<file path="src/rtl/control_decoder.sv">
// Main instruction decoder of the 8-bit CPU: turns the instruction byte, execution
// phase and carry flag into every datapath and sequencing strobe, with zero latency.
module control_decoder (
    input  logic       clk,
    input  logic       rst,
    input  logic [7:0] inst,
    input  logic       cycle,
    input  logic       carry,
    output logic       M,
    output logic       S,
    output logic       J,
    output logic       LJ,
    output logic       CLI,
    output logic       LJR,
    output logic       MW,
    output logic       MC,
    output logic       RD,
    output logic       WR,
    output logic       Y,
    output logic [1:0] RS,
    output logic       WA,
    output logic       ISP,
    output logic       WC,
    output logic [3:0] ALU,
    output logic [7:0] SIG
);

    logic grp0;
    logic alu_class;

    // Clock and reset are kept only so every block shares the same port shape.
    logic unused_clk_rst;
    assign unused_clk_rst = clk ^ rst;

    // grp0: top three opcode bits clear; alu_class: instructions that write back through the ALU.
    assign grp0      = ~inst[7] & ~inst[6] & ~inst[5];
    assign alu_class = (inst[6] & ~inst[7]) | (cycle & inst[6] & inst[5]);

    assign M   = inst[7] & ~inst[6] & cycle;
    assign S   = inst[4];
    assign J   = inst[7] & inst[6] & inst[5] & cycle & ~(carry & inst[4]);
    assign LJ  = grp0 & inst[4] & ~inst[3];
    assign CLI = LJ & inst[1];
    assign LJR = LJ & inst[2];
    assign MW  = M & inst[5];
    assign MC  = inst[7] & ~cycle;
    assign RD  = grp0 & ~inst[4] & inst[2];
    assign WR  = grp0 & ~inst[4] & inst[3];
    assign Y   = inst[5];
    assign RS  = inst[1:0];
    assign ALU = inst[3:0];
    assign ISP = ~inst[7] & ~inst[6] & inst[5];
    assign WA  = (M & ~inst[5]) | (alu_class & ~(inst[4] & ~inst[3]));
    assign WC  = (alu_class | ISP) & inst[4];

    always_comb begin
        SIG = 8'h00;
        if (grp0 && inst[4] && inst[3]) begin
            SIG = 8'h01 << inst[2:0];
        end
    end

endmodule

</file>
<file path="config.mk">
export PLATFORM = sky130hd
export DESIGN_NAME = control_decoder
export DESIGN_NICKNAME = d
export VERILOG_FILES = /design/src/rtl/control_decoder.sv
export SDC_FILE = /design/constraint.sdc
export NUM_CORES = 1
export LEC_CHECK = 0
export ABC_AREA = 1
export BUFFER_PORTS_ARGS = -buffer_cell sky130_fd_sc_hd__buf_2
export CAP_MARGIN = 20
export CORE_AREA = 2 2 39 41
export DETAILED_ROUTE_END_ITERATION = 10
export DIE_AREA = 0 0 41 43
export MAX_ROUTING_LAYER = met4
export SYNTH_ARGS = -nofsm -noshare
export SYNTH_HDL_FRONTEND = slang
export SYNTH_SLANG_ARGS = --single-unit
</file>
<file path="constraint.sdc">
create_clock -name vclk -period 1
set_input_delay 0.2 -clock vclk [all_inputs]
set_output_delay 0.2 -clock vclk [all_outputs]
set_load 0.01 [all_outputs]
</file>
Word level (Yosys, flattened, before mapping)
Cells that the tools add are included.
{"block": "totals", "latchBits": 0, "ram_bits": 0, "elab_cells": 41, "mem_bits_ro": 0, "n_memories": 0, "ff_bits": 0, "input_bits": 12, "out_inout_bits": 28}
{"block": "classes", "multipliers": 0, "n_shift": 1, "n_addsub": 0, "div_mod_pow": 0, "n_eq_ne": 0, "order_cmp": 0, "n_mux": 1, "bitwise": 37, "reduce_logical": 2}
{"cell": "$and 1x1->1", "count": 26}
{"cell": "$mux 8", "count": 1}
{"cell": "$not 1->1", "count": 8}
{"cell": "$shl 1x3->8 const A", "count": 1}
{"cell": "$or 1x1->1", "count": 3}
{"cell": "$logic_and 1x1->1", "count": 2}

Longest topological paths before layout
Gate-level depths: netlist (run 1).
{"block": "logic_depth", "ltp_word": 6, "depth_mapped": 5, "ltp_nobuf": 5}

Worst setup path after synthesis (run 1)
No wires, ideal clock.
{"block": "synth_timing", "kind": "in2out", "start": "input port inst[5]", "end": "output port WC", "required_ps": 800, "n_path_buf": 0, "setup_slack_ps": -58, "path_stages": 4, "t_arrival_ps": 858, "cell_sequence": "inv_1 nor3_1 nor2_1 nor2_1"}
{"block": "synth_via", "word_cells_on_any_way": 5, "cone_classes": "5 x bitwise"}
{"item": "start: declaration", "line_no": "6", "source": "input logic [7:0] inst,"}
{"item": "$and 1x1->1", "line_no": "52", "source": "assign ISP = ~inst[7] & ~inst[6] & inst[5];"}
{"item": "named net ISP", "line_no": "22", "source": "output logic ISP,"}
{"item": "$or 1x1->1", "line_no": "54", "source": "assign WC = (alu_class | ISP) & inst[4];"}
{"item": "$and 1x1->1", "line_no": "54"}
{"item": "end: declaration", "line_no": "23", "source": "output logic WC,"}
The timed path passes the listed nets, and every way through them passes these cells.

Final worst setup path (run 1)
{"block": "layout_timing", "start": "input port inst[7]", "end": "output port SIG[0]"}
{"block": "layout_via", "elab_chain_len": 6}
{"item": "$not 1->1", "line_no": "36", "source": "assign grp0 = ~inst[7] & ~inst[6] & ~inst[5];"}
{"item": "$and 1x1->1 (2 in series)", "line_no": "36"}
{"item": "$logic_and 1x1->1 (2 in series)", "line_no": "58", "source": "if (grp0 && inst[4] && inst[3]) begin"}
{"item": "$mux 8", "line_no": "58"}
{"item": "end: declaration", "line_no": "25", "source": "output logic [7:0] SIG"}
Every way passes these cells.

==> results of run 1 <==
[path summary, 6_finish.rpt]
check  startpoint  endpoint  slack (ps)  cells after the start
max       inst[7]    SIG[0]         -40                      5
min       inst[7]       ISP         660                      3
[stage by stage]
stage	util (%)	hold WS (ps)	cells	setup TNS (ps)	area [µm²]
6_report	38.61	658.6	106	-260.8	534.3
5_1_grt	38.61	665.3	106	-1264	534.3
4_1_cts	37.88	657.8	106	-457.4	524.3
3_5_place_dp	34.72	662.4	106	-1444	480.5
3_3_place_gp	34.72	658.7	106	-1208	480.5
2_1_floorplan	-	437.3	54	0	285.3
[layout make-up]
| class | instances | area share (%) |
|---|---|---|
| inverters | 8 | 6.089 |
| multi-input cells | 38 | 41.22 |
| well taps | 16 | 3.747 |
| repair buffers | 44 | 48.95 |
[critical path: cells and delay by family]
family / cells / cell delay, ps
buffers and inverters: 2 / 240
and+or+nand+nor: 3 / 400
[logic make-up after synthesis]
| group | Yosys count | synth area share [%] |
|---|---|---|
| simple gates | 36 | 63.40 |
| buf+inv | 16 | 32.14 |
| compound gates | 2 | 4.464 |
[synthesized netlist by cell type]
cell	number
nor2_1	16
nand4_1	1
buf_4	8
inv_1	8
nor3_1	2
nor2_4	1
a211oi_1	1
nand4_4	1
o21ai_0	1
nand2_1	5
nand3_1	10
[per-layer routing]
metal | global-route usage [%] | share of wire (%) | up-vias
li1 | - | - | 238
met1 | 13.29 | 36 | 200
met2 | 23.75 | 54 | 28
met3 | 1.047 | 10 | 0
met4 | 0 | 0 | 0
met5 | - | 0 | -
[placed cells by master (no fill, tap or decap)]
master    count
buf_2        35
inv_1         6
nand4_4       1
inv_4         1
nand3_4       1
a211oi_2      1
nor2_4        1
nand2_1       4
nand2_2       1
buf_4         5
buf_6         3
nand3_1       9
o21ai_1       1
inv_2         1
nor2_1       16
buf_8         1
nand4_1       1
nor3_2        2
[where the power goes]
group          leakage, nW  switching (W)  internal [W]
Combinational        0.326       0.000104     0.0000823
Sequential               0              0             0
Clock                    0              0             0
[timing repair]
item,CTS,global route
pin swaps,7,2
gates resized for setup,15,2
setup endpoints to repair,17,17
hold buffers,0,0
hold endpoints to repair,0,0
==> results.tsv, run 1 <==
stage	metric	value	unit
setup_path	critPathMaxStageDelay	140	ps
outcome	status	finished with violations	
finish	clkbuf_count	0	
finish	seq_cells	0	
timing	report.final.slew_viol_count	0	
power	total_power	0.0001863	W
grt	grt.overflow.total	0	
grt	grt_start_max_net_pins	9	
setup_path	cp_max_fo	8	
job	maxCapViolations	0	
logic_synthesis	synth_area	280.3	µm²
power	p_leak	0.3258	nW
finish	multi_input_area	220.2	µm²
setup_path	slowest_stage	nor2_4	
logic_synthesis	seq_area_frac_synth	0	%
timing	fin_crit_sh	103.9	%
timing	relSlewSlack	89.91	%
logic_synthesis	synthesis.area_per_instance	5.190	µm²
routing	wirelength	1041	µm
routing	vias	466	
finish	area_delta_synth_final	90.62	%
logic_synthesis	ys_types	11	
clock_network	cts_setup_buffers	0	
setup_path	cp-start-kind	input port	
floorplan	die_h	43	µm
routing	vias_per_cell	4.396	
logic_synthesis	ys_top_cells_by_area	buf_4 (21%), nor2_1 (21%), nand3_1 (18%), inv_1 (11%), nand4_4 (7.6%)	
floorplan	rows	14	
floorplan	core	0.001384	mm²
setup_path	critPathKind	input port to output pin	
logic_synthesis	yosysTopAreaCellShare	21.43	%
setup_path	crit_chain	buf_8 -> nor2_4 -> nand4_4 -> nor2_1 -> buf_2	
setup_path	crit_arrival	840	ps
finish	nets	104	
power	p_per_area	348.6	mW/mm²
routing	wl_per_cell	9.821	µm
grt	grt_pass1_wl	1587	µm
setup_path	endpoint_kind	output pin	
placement	numPortBuffers	38	
setup_path	required	800	ps
floorplan	start_util	20.25	%
power	ir_drop	0.0001490	V
timing	rsz0062_at_grt	yes	
hold_path	min_path_type	input port to output pin	
logic_synthesis	syn-num-nets	66	
routing	dr.pass1.iters	2	
timing	clock.fmax	0.9620	GHz
timing	min_period	1039	ps
routing	ant_nets	0	
grt	first_global_vias	401	
floorplan	design.die.area	0.001763	mm²
finish	seq_area	0	µm²
routing	drc	0	
timing	max_slew.worst_pin.slew	150.6	ps
logic_synthesis	synth_top_area_cell	buf_4	
finish	antenna_cells	0	
timing	finalHoldViolations	0	
finish	drive_gt1_share	58.89	%
logic_synthesis	synth_cells	54	
placement	pre_cts_ws	-136.2	ps
placement	place.gp.congestion	0.6406	
routing	drtIter0Drc	3	
placement	place_hpwl	785.5	µm
timing	finalSetupViolCount	10	
floorplan	io_pins	40	
grt	grt_usage	12.28	%
finish	fillCellCount	158	
logic_synthesis	yosys_warnings	0	
timing	setup_slack	-39.48	ps
grt	antenna_found_initial	0	
floorplan	die_x	41	µm
outcome	violations	negative setup slack	
(Power assumes the default switching activity.)
==> inputs of run 2 (changes only) <==
- PLACE_DENSITY: not set -> 0.59
==> results.tsv, run 2 (synthesized netlist as in run 1, its figures left out) <==
stage	metric	value	unit	change
floorplan	start_util	20.25	%	unchanged
power	p_per_area	350.7	mW/mm²	+0.60%
finish	final_cell_mix	buf_2 (34), nor2_1 (15), nand3_1 (9)		
outcome	violations	negative setup slack		
placement	place_hpwl	797.1	µm	+1.5%
floorplan	die_h	43	µm	unchanged
finish	seq_cells	0		unchanged
finish	final_cells	106		unchanged
grt	grt_usage	11.26	%	-1.0 points
hold_path	min-delay-start	inst[2]		
placement	pre_cts_ws	-135.9	ps	+0.2540 ps
finish	antenna_cells	0		unchanged
hold_path	hold_path_depth	2		-1
grt	grt_start_max_net_pins	9		unchanged
timing	relSlewSlack	89.77	%	-0.14 points
grt	grtUsageMet2	20.31	%	-3.4 points
timing	max_slew.worst_pin.slew	152.6	ps	+2.076 ps
timing	fin_crit_sh	106.0	%	+2.1 points
placement	dp_cells	106		unchanged
routing	wl_per_cell	9.283	µm	-5.5%
finish	seq_area	0	µm²	unchanged
outcome	status	finished with violations		
routing	vias_per_cell	4.453		+1.3%
setup_path	cp_max_fo	8		unchanged
routing	dr.pass1.iters	2		unchanged
setup_path	cp-start-kind	input port		
power	p_leak	0.3269	nW	+0.34%
finish	nets	104		unchanged
placement	place.gp.congestion	0.6449		+0.67%
job	maxCapViolations	0		unchanged
grt	grt.overflow.total	0		unchanged
timing	min_period	1060	ps	+20.78 ps
grt	grt_pass1_wl	1455	µm	-8.3%
grt	gr-usage-met1	14.24	%	+0.95 points
grt	grt-busiest-layer	met2		
grt	first_global_vias	376		-6.2%
timing	clock.fmax	0.9432	GHz	-2.0%
floorplan	die_x	41	µm	unchanged
timing	setup_slack	-60.26	ps	-20.78 ps
power	total_power	0.0001909	W	+2.5%
setup_path	required	800	ps	about the same
floorplan	rows	14		unchanged
routing	drtIter0Drc	6		+3
setup_path	critPathKind	input port to output pin		
setup_path	crit_arrival	860	ps	+20 ps
grt	antenna_found_initial	0		unchanged
routing	ant_nets	0		unchanged
floorplan	io_pins	40		unchanged
timing	rsz0062_at_grt	yes		
timing	finalSetupViolCount	11		+1
finish	drive_gt1_share	61.11	%	+2.2 points
routing	vias	472		+1.3%
clock_network	cts_setup_buffers	0		unchanged
floorplan	core	0.001384	mm²	unchanged
floorplan	design.die.area	0.001763	mm²	unchanged
hold_path	holdPathEnd	ALU[2]		
routing	drc	0		unchanged
hold_path	min_path_type	input port to output pin		
timing	report.final.slew_viol_count	0		unchanged
setup_path	endpoint_kind	output pin		
grt	use_met3	0	%	-1.0 points
finish	multi_input_area	224.0	µm²	+1.7%
power	ir_drop	0.0001464	V	-1.7%
placement	numPortBuffers	38		unchanged
finish	area_delta_synth_final	94.20	%	
finish	fillCellCount	149		-5.7%
finish	clkbuf_count	0		unchanged
routing	wirelength	984	µm	-5.5%
timing	holdWs	620.7	ps	-37.90 ps
finish	final_common_cell	buf_2		
timing	finalHoldViolations	0		unchanged
## run 2: worst max path at each step
stage	start	endpoint	slack [ps]	cells past startpoint
5_1_grt	inst[7]	SIG[4]	-160	5
4_1_cts	inst[7]	SIG[6]	-80	5
3_3_place_gp	inst[5]	SIG[5]	-120	5
6_report	inst[7]	SIG[6]	-60	5
3_5_place_dp	inst[5]	SIG[6]	-140	5
2_1_floorplan	inst[5]	WC	60	4
## run 2: area by class of cell
class | count | share of cell area, %
Multi-Input combinational cell | 38 | 41.15
Inverter | 8 | 5.977
Tap cell | 16 | 3.678
Timing Repair Buffer | 44 | 49.20
## run 2: power by group
group	switching, W	leakage [nW]	internal (W)
clock network	0	0	0
registers	0	0	0
logic	0.000105	0.327	0.0000858
total	0.000105	0.327	0.0000858
## run 2: layer usage
metal | vias up | wire, µm
met5 | - | 0
met4 | 0 | 0
met3 | 0 | 98
met2 | 26 | 513
met1 | 206 | 372
li1 | 240 | -
## run 2: repair_timing
item / CTS / global route
endpoints found under the setup margin: 17 / 16
gates resized for setup: 15 / 6
hold endpoints to repair: 0 / 0
pin swaps: 9 / 3
hold buffers: 0 / 0
## run 2: through the flow
step	cell area (µm²)	utilization (%)	setup TNS, ps
after detailed placement	480.5	34.72	-1509
after global routing	544.3	39.33	-1438
final	544.3	39.33	-346.8
after global placement	480.5	34.72	-1187
after CTS	530.5	38.34	-570.8
after floorplan	285.3	-	0
## run 2: worst max-delay path: stages
cell     delay [ps]
buf_8           100
nor2_4          140
nand4_4         140
nor2_1          140
buf_2           140
==> inputs of run 3 (changes only) <==
- ABC_AREA: 1 -> not set
- PLACE_DENSITY: 0.59 -> 0.64
==> results.tsv, run 3 <==
stage	metric	value	unit	change
floorplan	start_util	24.77	%	+4.5 points
logic_synthesis	yosys_warnings	0		unchanged
power	power.share.clock	0	%	unchanged
finish	fin_area	762.0	µm²	+40%
routing	dr.pass1.iters	2		unchanged
grt	grt_usage	12.49	%	+1.2 points
finish	fillCellCount	130		-13%
setup_path	critPathKind	input port to output pin		
setup_path	crit_chain	buf_8 -> or2_4 -> nor4b_4 -> buf_2		
logic_synthesis	synthesis.area_per_instance	7.294	µm²	+41%
floorplan	rows	14		unchanged
setup_path	endpoint_kind	output pin		
floorplan	design.die.area	0.001763	mm²	unchanged
timing	clock.fmax	0.8496	GHz	-9.9%
finish	utilization	55.06	%	+16 points
routing	vias_per_cell	4.724		+6.1%
job	maxCapViolations	0		unchanged
logic_synthesis	yosysMostFrequentCell	nor3_1		
routing	wl_per_cell	10.45	µm	+13%
routing	vias	496		+5.1%
power	pwr-share-seq	0	%	unchanged
floorplan	die_h	43	µm	unchanged
finish	nets	103		-0.96%
setup_path	required	800	ps	about the same
timing	report.final.slew_viol_count	0		unchanged
grt	grt_start_max_net_pins	9		unchanged
timing	fin_crit_sh	117.7	%	+12 points
floorplan	core	0.001384	mm²	unchanged
power	p_leak	0.3786	nW	+16%
timing	finalSetupViolCount	16		+5
logic_synthesis	ys_top_cells_by_area	buf_4 (18%), nor3_1 (15%), nor4b_4 (6.9%), buf_6 (6.6%), or3b_1 (5.1%)		
power	internal_power	0.0001421	W	+66%
finish	seq_area	0	µm²	unchanged
finish	antenna_cells	0		unchanged
hold_path	min_path_type	input port to output pin		
finish	drive_gt1_share	88.76	%	+28 points
power	p_per_area	347.8	mW/mm²	-0.84%
logic_synthesis	ys_types	26		+15
setup_path	crit_arrival	980	ps	+120 ps
power	swShare	46.38	%	-8.7 points
finish	seq_cells	0		unchanged
grt	grt.overflow.total	0		unchanged
power	total_power	0.0002650	W	+39%
setup_path	critPathMaxStageDelay	310	ps	+170 ps
outcome	status	finished with violations		
power	ir_drop	0.0001939	V	+32%
setup_path	slowest_stage	or2_4		
placement	place_hpwl	902.1	µm	+13%
power	p_sw	0.0001229	W	+17%
logic_synthesis	syn-num-nets	59		-11%
timing	holdWs	654.3	ps	+33.67 ps
grt	grt_pass1_wl	1628	µm	+12%
finish	clkbuf_count	0		unchanged
clock_network	cts_hold_buf	0		unchanged
timing	min_period	1177	ps	+116.7 ps
logic_synthesis	yosysTopAreaCellShare	17.52	%	-3.9 points
setup_path	cp-start-kind	input port		
grt	first_global_vias	403		+7.2%
finish	final_cell_mix	buf_2 (31), buf_4 (14), nor3_2 (9)		
timing	relSlewSlack	74.14	%	-16 points
grt	antenna_found_initial	0		unchanged
timing	setup_slack	-177.0	ps	-116.7 ps
routing	ant_nets	0		unchanged
setup_path	cp_max_fo	6		-2
routing	drtIter0Drc	9		+3
routing	drc	0		unchanged
timing	max_slew.worst_pin.slew	387.5	ps	+234.9 ps
power	comb_power_share	100.0	%	about the same
placement	numPortBuffers	38		unchanged
floorplan	die_x	41	µm	unchanged
logic_synthesis	yosys-top-cells-count	nor3_1 (10), buf_4 (8)		
finish	area_delta_synth_final	122.3	%	
timing	rsz0062_at_grt	yes		
logic_synthesis	synth_area	342.8	µm²	+22%
logic_synthesis	synth_top_area_cell	buf_4		
timing	finalHoldViolations	0		unchanged
routing	wirelength	1097	µm	+11%
placement	placed_cell_area	648.1	µm²	+35%
floorplan	io_pins	40		unchanged
outcome	violations	negative setup slack		
placement	place.gp.congestion	0.7683		+19%
finish	final_common_cell	buf_2		
logic_synthesis	synth_cells	47		-13%
logic_synthesis	seq_area_frac_synth	0	%	unchanged
[run 3: final timing paths]
| check | from | end | cells past startpoint |
|---|---|---|---|
| hold / removal | carry | J | 3 |
| setup / recovery | inst[7] | WR | 4 |
[run 3: logic make-up (layout without fill, tap and decap cells)]
group           Yosys count  after routing  share of synthesized area (%)
simple gates             28             28                          59.49
buf+inv                  14             56                          29.20
compound gates            5              5                          11.31
[run 3: routing by layer]
layer | track usage (%) | up-vias | share of wire (%)
met5 | - | - | 0
met4 | 0 | 0 | 0
met3 | 0.5236 | 0 | 9.8
met2 | 21.56 | 24 | 50
met1 | 16.46 | 224 | 41
li1 | - | 248 | -
[run 3: area by class of cell]
cell class / count / area [µm²] / area share [%]
repair buffers: 54 / 377.9 / 49.59
multi-input cells: 33 / 356.6 / 46.80
well taps: 16 / 20.02 / 2.627
inverters: 2 / 7.507 / 0.9852
[run 3: power groups by stage]
stage	registers (W)	clock network (W)	logic, W
2_1_floorplan	0	0	0.000131
3_3_place_gp	0	0	0.000214
3_5_place_dp	0	0	0.000217
4_1_cts	0	0	0.000253
5_1_grt	0	0	0.000289
6_report	0	0	0.000265
[run 3: critical path: cells and delay by family]
| family | cells | cell delay (ps) |
|---|---|---|
| buffers and inverters | 2 | 260 |
| and+or+nand+nor | 2 | 520 |
[run 3: stage by stage]
step / setup TNS, ps / std cells / setup WS, ps
floorplan: -552.5 / 47 / -96.93
global placement: -3582 / 105 / -313.5
detailed placement: -3770 / 105 / -329.4
CTS: -2151 / 105 / -187.7
global route: -2670 / 105 / -210.0
finish: -2035 / 105 / -177.0
[run 3: what timing repair did]
action	4_1_cts	5_1_grt
setup endpoints to repair	18	18
pin swaps	12	5
resized for setup	22	9
setup buffers	1	0
